`config.mk`:
```
export PLATFORM = sky130hd
export DESIGN_NAME = sevenseg_scan_display
export DESIGN_NICKNAME = d
export VERILOG_FILES = /design/src/rtl/sevenseg_pkg.sv /design/src/rtl/seg7_bcd_decode.sv /design/src/rtl/sevenseg_scan_display.sv
export SDC_FILE = /design/constraint.sdc
export NUM_CORES = 1
export LEC_CHECK = 0
export ABC_AREA = 0
export CAP_MARGIN = 25
export CORE_MARGIN = 2
export CORE_UTILIZATION = 60
export CTS_BUF_LIST = sky130_fd_sc_hd__clkbuf_4 sky130_fd_sc_hd__clkbuf_8
export DETAILED_ROUTE_END_ITERATION = 10
export GPL_TIMING_DRIVEN = 0
export PLACE_DENSITY = 0.92
export SYNTH_ARGS = -nofsm -noshare
export SYNTH_HDL_FRONTEND = slang
export SYNTH_HIERARCHICAL = 1
export SYNTH_SLANG_ARGS = --single-unit
```
`constraint.sdc`:
```
create_clock -name clk -period 3 [get_ports clk]
set_input_delay 0.3 -clock clk [delete_from_list [all_inputs] [get_ports clk]]
set_output_delay 0.3 -clock clk [all_outputs]
set_load 0.05 [all_outputs]
```
`src/rtl/sevenseg_pkg.sv`:
```
// Shared segment patterns, FSM state type and BCD sizing helper for the scanned display.
// Patterns are active-low {a,b,c,d,e,f,g}.
package sevenseg_pkg;

    localparam logic [6:0] SEG_0     = 7'b0000001;
    localparam logic [6:0] SEG_1     = 7'b1001111;
    localparam logic [6:0] SEG_2     = 7'b0010010;
    localparam logic [6:0] SEG_3     = 7'b0000110;
    localparam logic [6:0] SEG_4     = 7'b1001100;
    localparam logic [6:0] SEG_5     = 7'b0100100;
    localparam logic [6:0] SEG_6     = 7'b0100000;
    localparam logic [6:0] SEG_7     = 7'b0001111;
    localparam logic [6:0] SEG_8     = 7'b0000000;
    localparam logic [6:0] SEG_9     = 7'b0000100;
    localparam logic [6:0] SEG_BLANK = 7'b1111111;
    localparam logic [6:0] SEG_DASH  = 7'b1111110;

    typedef enum logic [1:0] {
        IDLE,
        SHIFT,
        COMMIT
    } state_t;

    function automatic int bcd_width(input int n_digits);
        return 4 * n_digits;
    endfunction

endpackage

```
`src/rtl/seg7_bcd_decode.sv`:
```
// Combinational BCD nibble to active-low seven-segment pattern, with a blanking override.
module seg7_bcd_decode
    import sevenseg_pkg::*;
(
    input  logic [3:0] bcd,
    input  logic       blank,
    output logic [6:0] seg
);

    // Codes 10-15 never come out of the double-dabble engine; they show blank.
    always_comb begin
        seg = SEG_BLANK;
        if (!blank) begin
            case (bcd)
                4'd0:    seg = SEG_0;
                4'd1:    seg = SEG_1;
                4'd2:    seg = SEG_2;
                4'd3:    seg = SEG_3;
                4'd4:    seg = SEG_4;
                4'd5:    seg = SEG_5;
                4'd6:    seg = SEG_6;
                4'd7:    seg = SEG_7;
                4'd8:    seg = SEG_8;
                4'd9:    seg = SEG_9;
                default: seg = SEG_BLANK;
            endcase
        end
    end

endmodule

```
`src/rtl/sevenseg_scan_display.sv`:
```
// Binary-to-BCD (sequential double dabble) plus time-multiplexed common-anode digit scan.
// Optional: define SEVENSEG_LEADING_ZERO_BLANK_EN to blank leading zero digits.
module sevenseg_scan_display
    import sevenseg_pkg::*;
#(
    parameter int W        = 8,
    parameter int N_DIGITS = 4,
    parameter int CLK_DIV  = 50000
) (
    input  logic                clk,
    input  logic                rst,
    input  logic                load,
    input  logic [W-1:0]        value,
    output logic                busy,
    output logic                ovf,
    output logic [6:0]          seg,
    output logic [N_DIGITS-1:0] an
);

    localparam int BW = bcd_width(N_DIGITS);
    localparam int CW = $clog2(W + 1);
    localparam int PW = $clog2(CLK_DIV);
    localparam int DW = (N_DIGITS > 1) ? $clog2(N_DIGITS) : 1;

    state_t          state, next_state;
    logic [W-1:0]    bin_q;
    logic [BW-1:0]   bcd_q;
    logic [BW-1:0]   bcd_adj;
    logic [BW-1:0]   disp_q;
    logic            ovf_work;
    logic [CW-1:0]   iter;
    logic [PW-1:0]   presc;
    logic [DW-1:0]   digit_idx;
    logic [3:0]      cur_nibble;
    logic            blank;
    logic [6:0]      dec_seg;

    always_ff @(posedge clk) begin
        if (rst) state <= IDLE;
        else     state <= next_state;
    end

    always_comb begin
        next_state = state;
        case (state)
            IDLE:    if (load) next_state = SHIFT;
            SHIFT:   if (iter == CW'(1)) next_state = COMMIT;
            COMMIT:  next_state = IDLE;
            default: next_state = IDLE;
        endcase
    end

    assign busy = (state != IDLE);

    always_comb begin
        bcd_adj = bcd_q;
        for (int i = 0; i < N_DIGITS; i++) begin
            if (bcd_q[4*i +: 4] >= 4'd5) bcd_adj[4*i +: 4] = bcd_q[4*i +: 4] + 4'd3;
        end
    end

    // The display register and ovf only move together at COMMIT, so the scan never shows a half-converted value.
    always_ff @(posedge clk) begin
        if (rst) begin
            bin_q    <= '0;
            bcd_q    <= '0;
            ovf_work <= 1'b0;
            iter     <= '0;
            disp_q   <= '0;
            ovf      <= 1'b0;
        end else begin
            case (state)
                IDLE: begin
                    if (load) begin
                        bin_q    <= value;
                        bcd_q    <= '0;
                        ovf_work <= 1'b0;
                        iter     <= CW'(W);
                    end
                end
                SHIFT: begin
                    bcd_q <= {bcd_adj[BW-2:0], bin_q[W-1]};
                    bin_q <= bin_q << 1;
                    if (bcd_adj[BW-1]) ovf_work <= 1'b1;
                    iter  <= iter - CW'(1);
                end
                COMMIT: begin
                    disp_q <= bcd_q;
                    ovf    <= ovf_work;
                end
                default: ;
            endcase
        end
    end

    always_ff @(posedge clk) begin
        if (rst) begin
            presc     <= '0;
            digit_idx <= '0;
        end else if (presc == PW'(CLK_DIV - 1)) begin
            presc     <= '0;
            digit_idx <= (digit_idx == DW'(N_DIGITS - 1)) ? '0 : digit_idx + DW'(1);
        end else begin
            presc <= presc + PW'(1);
        end
    end

    assign cur_nibble = disp_q[4*int'(digit_idx) +: 4];

`ifdef SEVENSEG_LEADING_ZERO_BLANK_EN
    // Blank when this digit and everything above it is zero; digit 0 always shows.
    always_comb begin
        blank = (digit_idx != '0);
        for (int i = 0; i < N_DIGITS; i++) begin
            if (i >= int'(digit_idx) && disp_q[4*i +: 4] != 4'd0) blank = 1'b0;
        end
    end
`else
    assign blank = 1'b0;
`endif

    seg7_bcd_decode u_decode (
        .bcd   (cur_nibble),
        .blank (blank),
        .seg   (dec_seg)
    );

    always_ff @(posedge clk) begin
        if (rst) begin
            seg <= SEG_BLANK;
            an  <= '1;
        end else begin
            seg <= ovf ? SEG_DASH : dec_seg;
            an  <= ~(N_DIGITS'(1) << digit_idx);
        end
    end

endmodule

```
Word level (Yosys, flattened, before mapping)
Memories as Yosys holds them, arrays and structs flattened.
Index checks and enable logic that the tools add are counted.
{"block": "word_totals", "register_bits": 77, "romBits": 112, "input_bits": 11, "n_memories": 1}
{"block": "op_classes", "add_sub_neg": 7, "magnitude_cmp": 4, "n_eq_ne": 8, "shifts": 2, "mux": 18, "bitwise_logic": 1, "reduce_logical": 8}
{"name": "(no name shown)", "depth": 16, "width": 7, "read_ports": 1, "rd_clocked_by_memory_dff": 0, "wr": 0, "line": "seg7_bcd_decode.sv:14", "rtl": "case (bcd)"}
{"op": "$pmux 16 s2", "n": 1}
{"op": "$mux 4", "n": 5}
{"op": "$add 16x1->16 const B", "n": 1}
{"op": "$add 4x2->4 const B", "n": 4}
{"op": "$eq 16x16->1 const B", "n": 1}
{"op": "$ge 4x3->1 const B", "n": 4}
{"op": "$mux 16", "n": 1}
{"op": "$pmux 8 s2", "n": 1}
{"op": "$shiftx 16x5->4", "n": 1}
{"op": "$mux 8", "n": 1}
{"op": "$pmux 4 s2", "n": 1}
{"op": "$mux 2", "n": 3}
{"op": "$ne 2x2->1 const B", "n": 3}
{"op": "$eq 2x2->1 const B", "n": 2}
{"op": "$eq 4x1->1 const B", "n": 1}
{"op": "$not 4->4", "n": 1}
{"op": "$pmux 2 s2", "n": 1}
{"op": "$reduce_and 2->1", "n": 2}
{"op": "$reduce_bool 2->1", "n": 2}
{"op": "$reduce_or 2->1", "n": 2}
{"op": "$shl 1x2->4 const A", "n": 1}
{"op": "$sub 4x1->4 const B", "n": 1}
{"op": "$mux 1", "n": 3}
{"op": "$reduce_and 3->1", "n": 1}
{"op": "4 further kinds", "n": 4}

Depth between registers and ports, before layout
Gate-level depths: netlist of run 1.
{"block": "depth", "word_depth": 4, "depth_mapped": 8, "mapped_depth_nobuf": 7}

Hierarchy
The synthesis of run 1 kept the hierarchy.
{"mod": "sevenseg_scan_display", "instances": 1, "cells_per_inst": 386, "area_each_um2": 3369.5, "seq_area_each_um2": 1541.5}
{"mod": "seg7_bcd_decode", "instances": 1, "cells_per_inst": 33, "area_each_um2": 235.2, "seq_area_each_um2": 0.0}

Worst setup path after synthesis of run 1
No wires, ideal clock.
{"block": "synth_path", "path_type": "register to register", "start": "register digit_idx[0]", "end": "register seg[4]", "setup_time_ns": 0.127, "arrival_ns": 2.031, "t_required_ns": 2.873, "setup_slack_ns": 0.842, "path_stages_with_launch": 8, "n_path_buf": 1, "synth_period_minus_slack_ns": 2.158, "cell_sequence": "dfxtp_1 -> clkbuf_1 -> mux4_2 -> ha_1 -> nor2b_1 -> o22ai_1 -> nand2b_1 -> or3_1"}
{"block": "synth_via", "elab_chain_len": 2}
{"element": "start: declaration", "line": "sevenseg_scan_display.sv:33", "rtl": "logic [DW-1:0] digit_idx;"}
{"element": "start signal: assignment", "line": "sevenseg_scan_display.sv:102", "rtl": "digit_idx <= (digit_idx == DW'(N_DIGITS - 1)) ? '0 : digit_idx + DW'(1);"}
{"element": "$shiftx 16x5->4", "line": "sevenseg_scan_display.sv:108", "rtl": "assign cur_nibble = disp_q[4*int'(digit_idx) +: 4];"}
{"element": "net cur_nibble[1]", "line": "sevenseg_scan_display.sv:34", "rtl": "logic [3:0] cur_nibble;"}
{"element": "$mem_v2 16x7"}
{"element": "net dec_seg[4]", "line": "sevenseg_scan_display.sv:36", "rtl": "logic [6:0] dec_seg;"}
{"element": "end signal: assignment", "line": "sevenseg_scan_display.sv:133", "rtl": "seg <= ovf ? SEG_DASH : dec_seg;"}
{"element": "end: declaration", "line": "sevenseg_scan_display.sv:16", "rtl": "output logic [6:0] seg,"}
The timed path passes the listed nets, and every way through them passes these cells.
A chain may end at the register's enable or synchronous reset.

Worst setup path after layout of run 1
{"block": "layout_path", "start": "register digit_idx[0]", "end": "register seg[1]"}
The elaborated chain is that of the path after synthesis.

==> impl_results.md, run 1 <==
* Clock sinks at 77
* Worst Setup End Kind: register
* Part of the cycle the worst path needs at 0.786
* Synth Area in Compound Gates at 0.135
* Post-synthesis adder-cell area fraction at 0.0694
* Post-route ant nets at 0
* Combinational family with the most area after synthesis: simple AND/OR/NAND/NOR gates
* Max-cap violations at 0
* Via count at 3114
* CP arrival at 2.60 ns
* Setup ws final at 0.642 ns
* Clock Latency Late Sink at 0.36 ns
* Max Root-Sink Buffers at 2
* Vert. Die Dim at 81.5 µm
* Met2 global-route usage at 0.432
* Grt ovf at 0
* Maximum VDD drop at 0.373 mV
* Core ar. at 5850 µm²
* Synth Warn # at 6
* Post-Synth XOR/XNOR Area at 0.0486
* M3 GR Usage at 0.0418
* FMAX at 424 MHz
* Vias/cell at 5.78
* Synth Area in Simple Gates at 0.234
* Design area at 4160 µm²
* Pwr per Cell Area at 495 nW/µm²
* Synth Flop Type: dfxtp_1
* Status: finished, final reports clean
* Root Buffer Master: clkbuf_8
* First-pass GRT wire length at 12700 µm
* FP Rows at 28
* Post-synth EDFFs at 0
* Setup tns final at 0 ns
* Synth top area share at 0.428
* Met1 GRT Util at 0.295
* I/O pin count at 24
* CTS Buf Count at 9
* Post-detail-place hpwl at 5520 µm
* Top post-synthesis cells by area: dfxtp_1 (43%), ha_1 (6.9%), nand2_1 (6.1%)
* Final Routed Wirelength at 7930 µm
* Hold Buf Count CTS at 0
* Drt wl/cell at 14.7 µm
* R2r setup slk at 0.64 ns
* DRT Pass-1 Iters at 5
* H-tree level count at 3
* Drt drc at 0
* CP Data Required Time at 3.24 ns
* Layout cells sized above 1 at 0.0733
* Initial antenna violation count at 0
* Slew @ Worst Pin at 0.760 ns
* TritonCTS clock tree: built
* GP Congestion at 0.849
* Initial Utilization at 0.616
* Avg Synthesized Cell Area at 8.60 µm²
* Unrepaired setup endpoints after global routing: no
* Max_slew headroom at 0.492
* Post-synthesis sequential area ratio at 0.428
* Area grow syn2layout at 15.3%
* Cts repair resizes at 0
* Vias in the first global route at 2865
* NumNets Final at 490
* Antenna cell count at 0
* Max FO, Critical Path at 7
* Final hold slack at 0.469 ns
* IO buf count at 23
* Worst hold-check path type: register to register
* Count of pins over their slew limit at 0
* 1st-iter DRT viols at 185
* Pre-CTS setup slack at 0.633 ns
* Placed cell areas at 3950 µm²
* Count of final setup violators at 0
* Largest net degree at the start of global routing at 14
* Final min period at 2.36 ns
* Synth unique cells at 45
* Static Leak at 0.00153 µW
* Final hold viol count at 0
* Synthesized instance count at 419
* Clock Skews at 0.00864 ns
* Mux contribution to synthesized area at 0.0389
* Crit Path Class: register to register
* Worst-path clk slew at 0.08 ns
* Ys async rst share at 0
* Placed cells at 523
* Startpoint Class: register
* Synth area leader: dfxtp_1
* Post-Syn Area at 3600 µm²
* GR peak layer: met2
* Final std cells w/o fill at 539
* Seq cells post-synth at 77
* Full die area at 6640 µm²
* Post-CTS Setup Inserts at 0
* Die width at 81.5 µm
* GRT Total Usage at 0.250
## worst paths after layout
kind | startpoint | end | depth (start not counted)
setup / recovery | digit_idx[0]$_SDFFE_PP0N_ | seg[1]$_SDFF_PP1_ | 8
hold / removal | disp_q[1]$_SDFFE_PP0N_ | disp_q[1]$_SDFFE_PP0N_ | 2
setup reg to reg | digit_idx[0]$_SDFFE_PP0N_ | seg[1]$_SDFF_PP1_ | 8
hold reg to reg | disp_q[1]$_SDFFE_PP0N_ | disp_q[1]$_SDFFE_PP0N_ | 2
## routing by layer
layer	part of all wire	vias up
li1	-	1501
met1	0.43	1458
met2	0.49	139
met3	0.064	16
met4	0.020	0
met5	0	-
## critical path: stages (launching register included)
cell and delay (ns):
dfxtp_1 0.37, clkbuf_1 0.35, mux4_2 0.64, inv_1 0.14, ha_1 0.18, inv_1 0.04
o21ai_0 0.15, a21oi_1 0.08, or3_1 0.30
## synth_stat cells, types with 3 or more instances
cell      instances
a21oi_1          42
a22o_1            8
a311oi_1          8
buf_2             6
clkbuf_1         13
dfxtp_1          77
ha_1             20
inv_1            20
mux2i_1           5
mux4_2            4
nand2_1          59
nand2b_1         15
nand3_1           8
nand3b_1          3
nand4_1           4
nor2_1           38
nor2b_1           3
nor3_1           10
o21ai_0          17
or3_1            11
xnor2_1          14
xor2_1            6
## per-stage QoR
| stage | util | total power [µW] |
|---|---|---|
| floorplan | - | 1200 |
| global placement | 0.675 | 1250 |
| detailed placement | 0.675 | 1260 |
| CTS | 0.710 | 2060 |
| global route | 0.710 | 2110 |
| finish | 0.710 | 2060 |
## cells by family (layout without fill, tap and decap cells)
kind of cell             count (synthesis)  in the layout
AO/OA/AOI/OAI                           82             82
adder cells (fa/ha/maj)                 20             20
other                                    1              7
buffers and inverters                   40             79
AND/OR/NAND/NOR                        170            170
XOR/XNOR                                20             20
multiplexers                             9              9
flip-flops                              77             77
## flip-flops by register name, indices dropped and copies added, names as in the netlist
register	cells
bcd_q	16
disp_q	16
presc	16
bin_q	8
seg	7
an	4
iter	4
digit_idx	2
state	2
ovf	1
ovf_work	1
## layout by cell type (no fill, tap or decap), types with 14 or more instances in the layout
cell type,n
clkdlybuf4s50_1,23
xnor2_1,14
nor2_1,38
nand2b_1,15
o21ai_0,17
nand2_1,59
inv_1,20
dfxtp_1,77
ha_1,20
a21oi_1,42
## where the power goes
part           leakage (µW)  switching (µW)  total (µW)  internal (µW)
Sequential         0.000626            18.8        1070           1050
Combinational      0.000803             112         176           63.6
Clock             0.0000994             395         813            418
## area by class of cell
type	count	area, µm²
buffer	20	90.1
clock buffer	11	145
clock inverter	5	58.8
fill	395	1700
inverter	20	75.1
multi-input combinational	308	1920
sequential	77	1540
tap	75	93.8
timing repair buffer	23	230
Power figures use the tool's default switching activity.
==> inputs of run 2 (changes only) <==
Settings changed: CORE_UTILIZATION 60 to 55, PLACE_DENSITY 0.92 to 0.89.
Clock period 3 ns to 1.95 ns, I/O delays scaled along.
==> run 2 against run 1 <==
Against the previous run:
- the flow now finishes with violations (negative setup slack)
- clock power up 96%
- die area up 8.6%
- global-route usage shrank 1.7 points
- wire length increased by 3.6%
- non-clock buffer count is 5 higher
- clock skew rose by 0.0017 ns
- first-iteration DRC count decreased by 1.1%
- via count fell by 0.13%
- sequential share of layout area decreased by 1.3 points
- critical endpoint is now seg[2]$_SDFF_PP1_
- largest power group unchanged
- highest routed layer unchanged
==> impl_results.md, run 2 (synthesized netlist as in run 1, its figures left out) <==
* Pre-CTS setup slack at -0.321 ns (-0.954 ns)
* Vias in the first global route at 3000 (+4.7%)
* NumNets Final at 495 (+1.0%)
* Part of the cycle the worst path needs at 1.01 (+0.225)
* Count of pins over their slew limit at 0 (unchanged)
* Post-route ant nets at 0 (unchanged)
* Count of final setup violators at 3 (+3)
* Grt ovf at 0 (unchanged)
* R2R depth at 7 (-1)
* Root Buffer Master: clkbuf_8
* Violated checks: negative setup slack
* Multi-input combinational cell area at 1980 µm² (+2.9%)
* Setup ws final at -0.0217 ns (-0.664 ns)
* CTS Buf Count at 9 (unchanged)
* Initial antenna violation count at 0 (unchanged)
* CP arrival at 2.21 ns (-0.39 ns)
* Startpoint Class: register
* Area grow syn2layout at 19.8%
* First-pass GRT wire length at 13600 µm (+7.1%)
* Drt wl/cell at 15.0 µm (+2.3%)
* Static Leak at 0.00160 µW (+4.7%)
* Full die area at 7220 µm² (+8.6%)
* Status: finished, violations left
* FMAX at 507 MHz (+20%)
* Final Routed Wirelength at 8220 µm (+3.6%)
* Max Root-Sink Buffers at 2 (unchanged)
* Placed cells at 525 (+0.38%)
* # fillers at 452 (+14%)
* Max FO, Critical Path at 6 (-1)
* Via count at 3110 (-0.13%)
* H-tree level count at 3 (unchanged)
* Pwr per Cell Area at 811 nW/µm² (+64%)
* Layout cells sized above 1 at 0.111 (+0.0376)
* Worst r2r src: digit_idx[0]$_SDFFE_PP0N_
* Worst-path clk slew at 0.08 ns (about the same)
* GP Congestion at 0.837 (-1.5%)
* Crit Path Class: register to register
* Antenna cell count at 0 (unchanged)
* TritonCTS clock tree: built
* FP Rows at 29 (+3.6%)
* WHS Path Cells at 3 (+1)
* Max_slew headroom at 0.504 (+0.0119)
* Design area at 4320 µm² (+3.9%)
* Post-detail-place hpwl at 5250 µm (-4.8%)
* IO buf count at 23 (unchanged)
* GRT Total Usage at 0.232 (-0.0172)
* Hold Buf Count CTS at 0 (unchanged)
* Regs by FF count: bcd_q x16, disp_q x16, presc x16
* Register Area at 1550 µm² (+0.32%)
* Final hold viol count at 0 (unchanged)
* Final std cells w/o fill at 546 (+1.3%)
* Beginning of the critical path: digit_idx[0]$_SDFFE_PP0N_
* Die width at 85.0 µm (+4.2%)
* DRT Pass-1 Iters at 6 (+1)
* Worst hold-check path type: primary input to register
* Clock Skews at 0.0104 ns (+0.00173 ns)
* Worst Setup End Kind: register
* Core ar. at 6350 µm² (+8.5%)
* Clock Latency Late Sink at 0.36 ns (about the same)
* Placed cell areas at 3980 µm² (+0.66%)
* Most common cell after layout, fill and taps aside: dfxtp_1
* Maximum VDD drop at 0.552 mV (+48%)
* Max-cap violations at 0 (unchanged)
* Hold path start: value[2]
* Clock sinks at 77 (unchanged)
* Initial Utilization at 0.568 (-0.0484)
* Most frequent cells in the layout: dfxtp_1 (75), nand2_1 (59), a21oi_1 (41), nor2_1 (37), clkdlybuf4s50_1 (22)
* Largest net degree at the start of global routing at 14 (unchanged)
* Vert. Die Dim at 85.0 µm (+4.2%)
* I/O pin count at 24 (unchanged)
* Drt drc at 0 (unchanged)
* Slew @ Worst Pin at 0.742 ns (-0.0177 ns)
* Unrepaired setup endpoints after global routing: yes
* Final min period at 1.97 ns (-0.386 ns)
* Vias/cell at 5.70 (-1.4%)
* 1st-iter DRT viols at 183 (-1.1%)
* CP Data Required Time at 2.19 ns (-1.05 ns)
[run 2: cell count changes in the layout (fill, tap and decap cells not counted), sizes merged]
cell           change
clkbuf             -3
bufinv             +3
inv                -1
clkdlybuf4s50      -1
buf                +6
clkinvlp           -1
clkinv             +1
dlygate4sd2        +1
[run 2: final timing paths]
path         slack, ns                      to
max              -0.02       seg[2]$_SDFF_PP1_
min               0.41   bin_q[2]$_SDFFE_PP0P_
max reg2reg      -0.02       seg[2]$_SDFF_PP1_
min reg2reg       0.46  disp_q[6]$_SDFFE_PP0N_
[run 2: area by class of cell]
| type | instances | area share |
|---|---|---|
| flip-flops and latches | 77 | 0.358 |
| clock inverters | 7 | 0.0319 |
| clock buffers | 9 | 0.0287 |
| repair buffers | 29 | 0.0634 |
| multi-input cells | 308 | 0.457 |
| inverters | 20 | 0.0180 |
| plain buffers | 19 | 0.0203 |
| well taps | 77 | 0.0223 |
[run 2: metal layers]
metal / part of all wire / track usage / vias up
met3: 0.051 / 0.0467 / 12
li1: - / - / 1510
met4: 0.017 / 0.104 / 0
met2: 0.48 / 0.372 / 99
met5: 0 / 0 / -
met1: 0.45 / 0.304 / 1489
[run 2: repair_timing]
item	CTS	global route
setup buffers	6	0
resized for setup	6	12
endpoints found under the setup margin	7	27
endpoints found under the hold margin	0	0
pin swaps	3	2
gates cloned	0	0
[run 2: where the power goes]
part,switching (µW),internal (µW),total [µW]
combinational,173,98.0,271
clock,619,975,1590
sequential,29.1,1610,1640
[run 2: metrics by stage]
stage / TNS, ns / power [µW] / hold slack (ns) / util
finish: -0.0426 / 3500 / 0.414 / 0.680
global route: -0.328 / 3590 / 0.444 / 0.680
CTS: 0 / 3490 / 0.408 / 0.677
detailed placement: -6.24 / 1940 / 0.448 / 0.626
global placement: -6.81 / 1930 / 0.442 / 0.626
floorplan: 0 / 1850 / 0.357 / -
[run 2: critical path, stage by stage, from the launching register on]
cell      delay [ns]
dfxtp_4         0.40
mux4_2          0.59
inv_4           0.13
ha_4            0.15
nand2b_4        0.05
a21oi_2         0.13
o21ai_1         0.09
or3_1           0.31
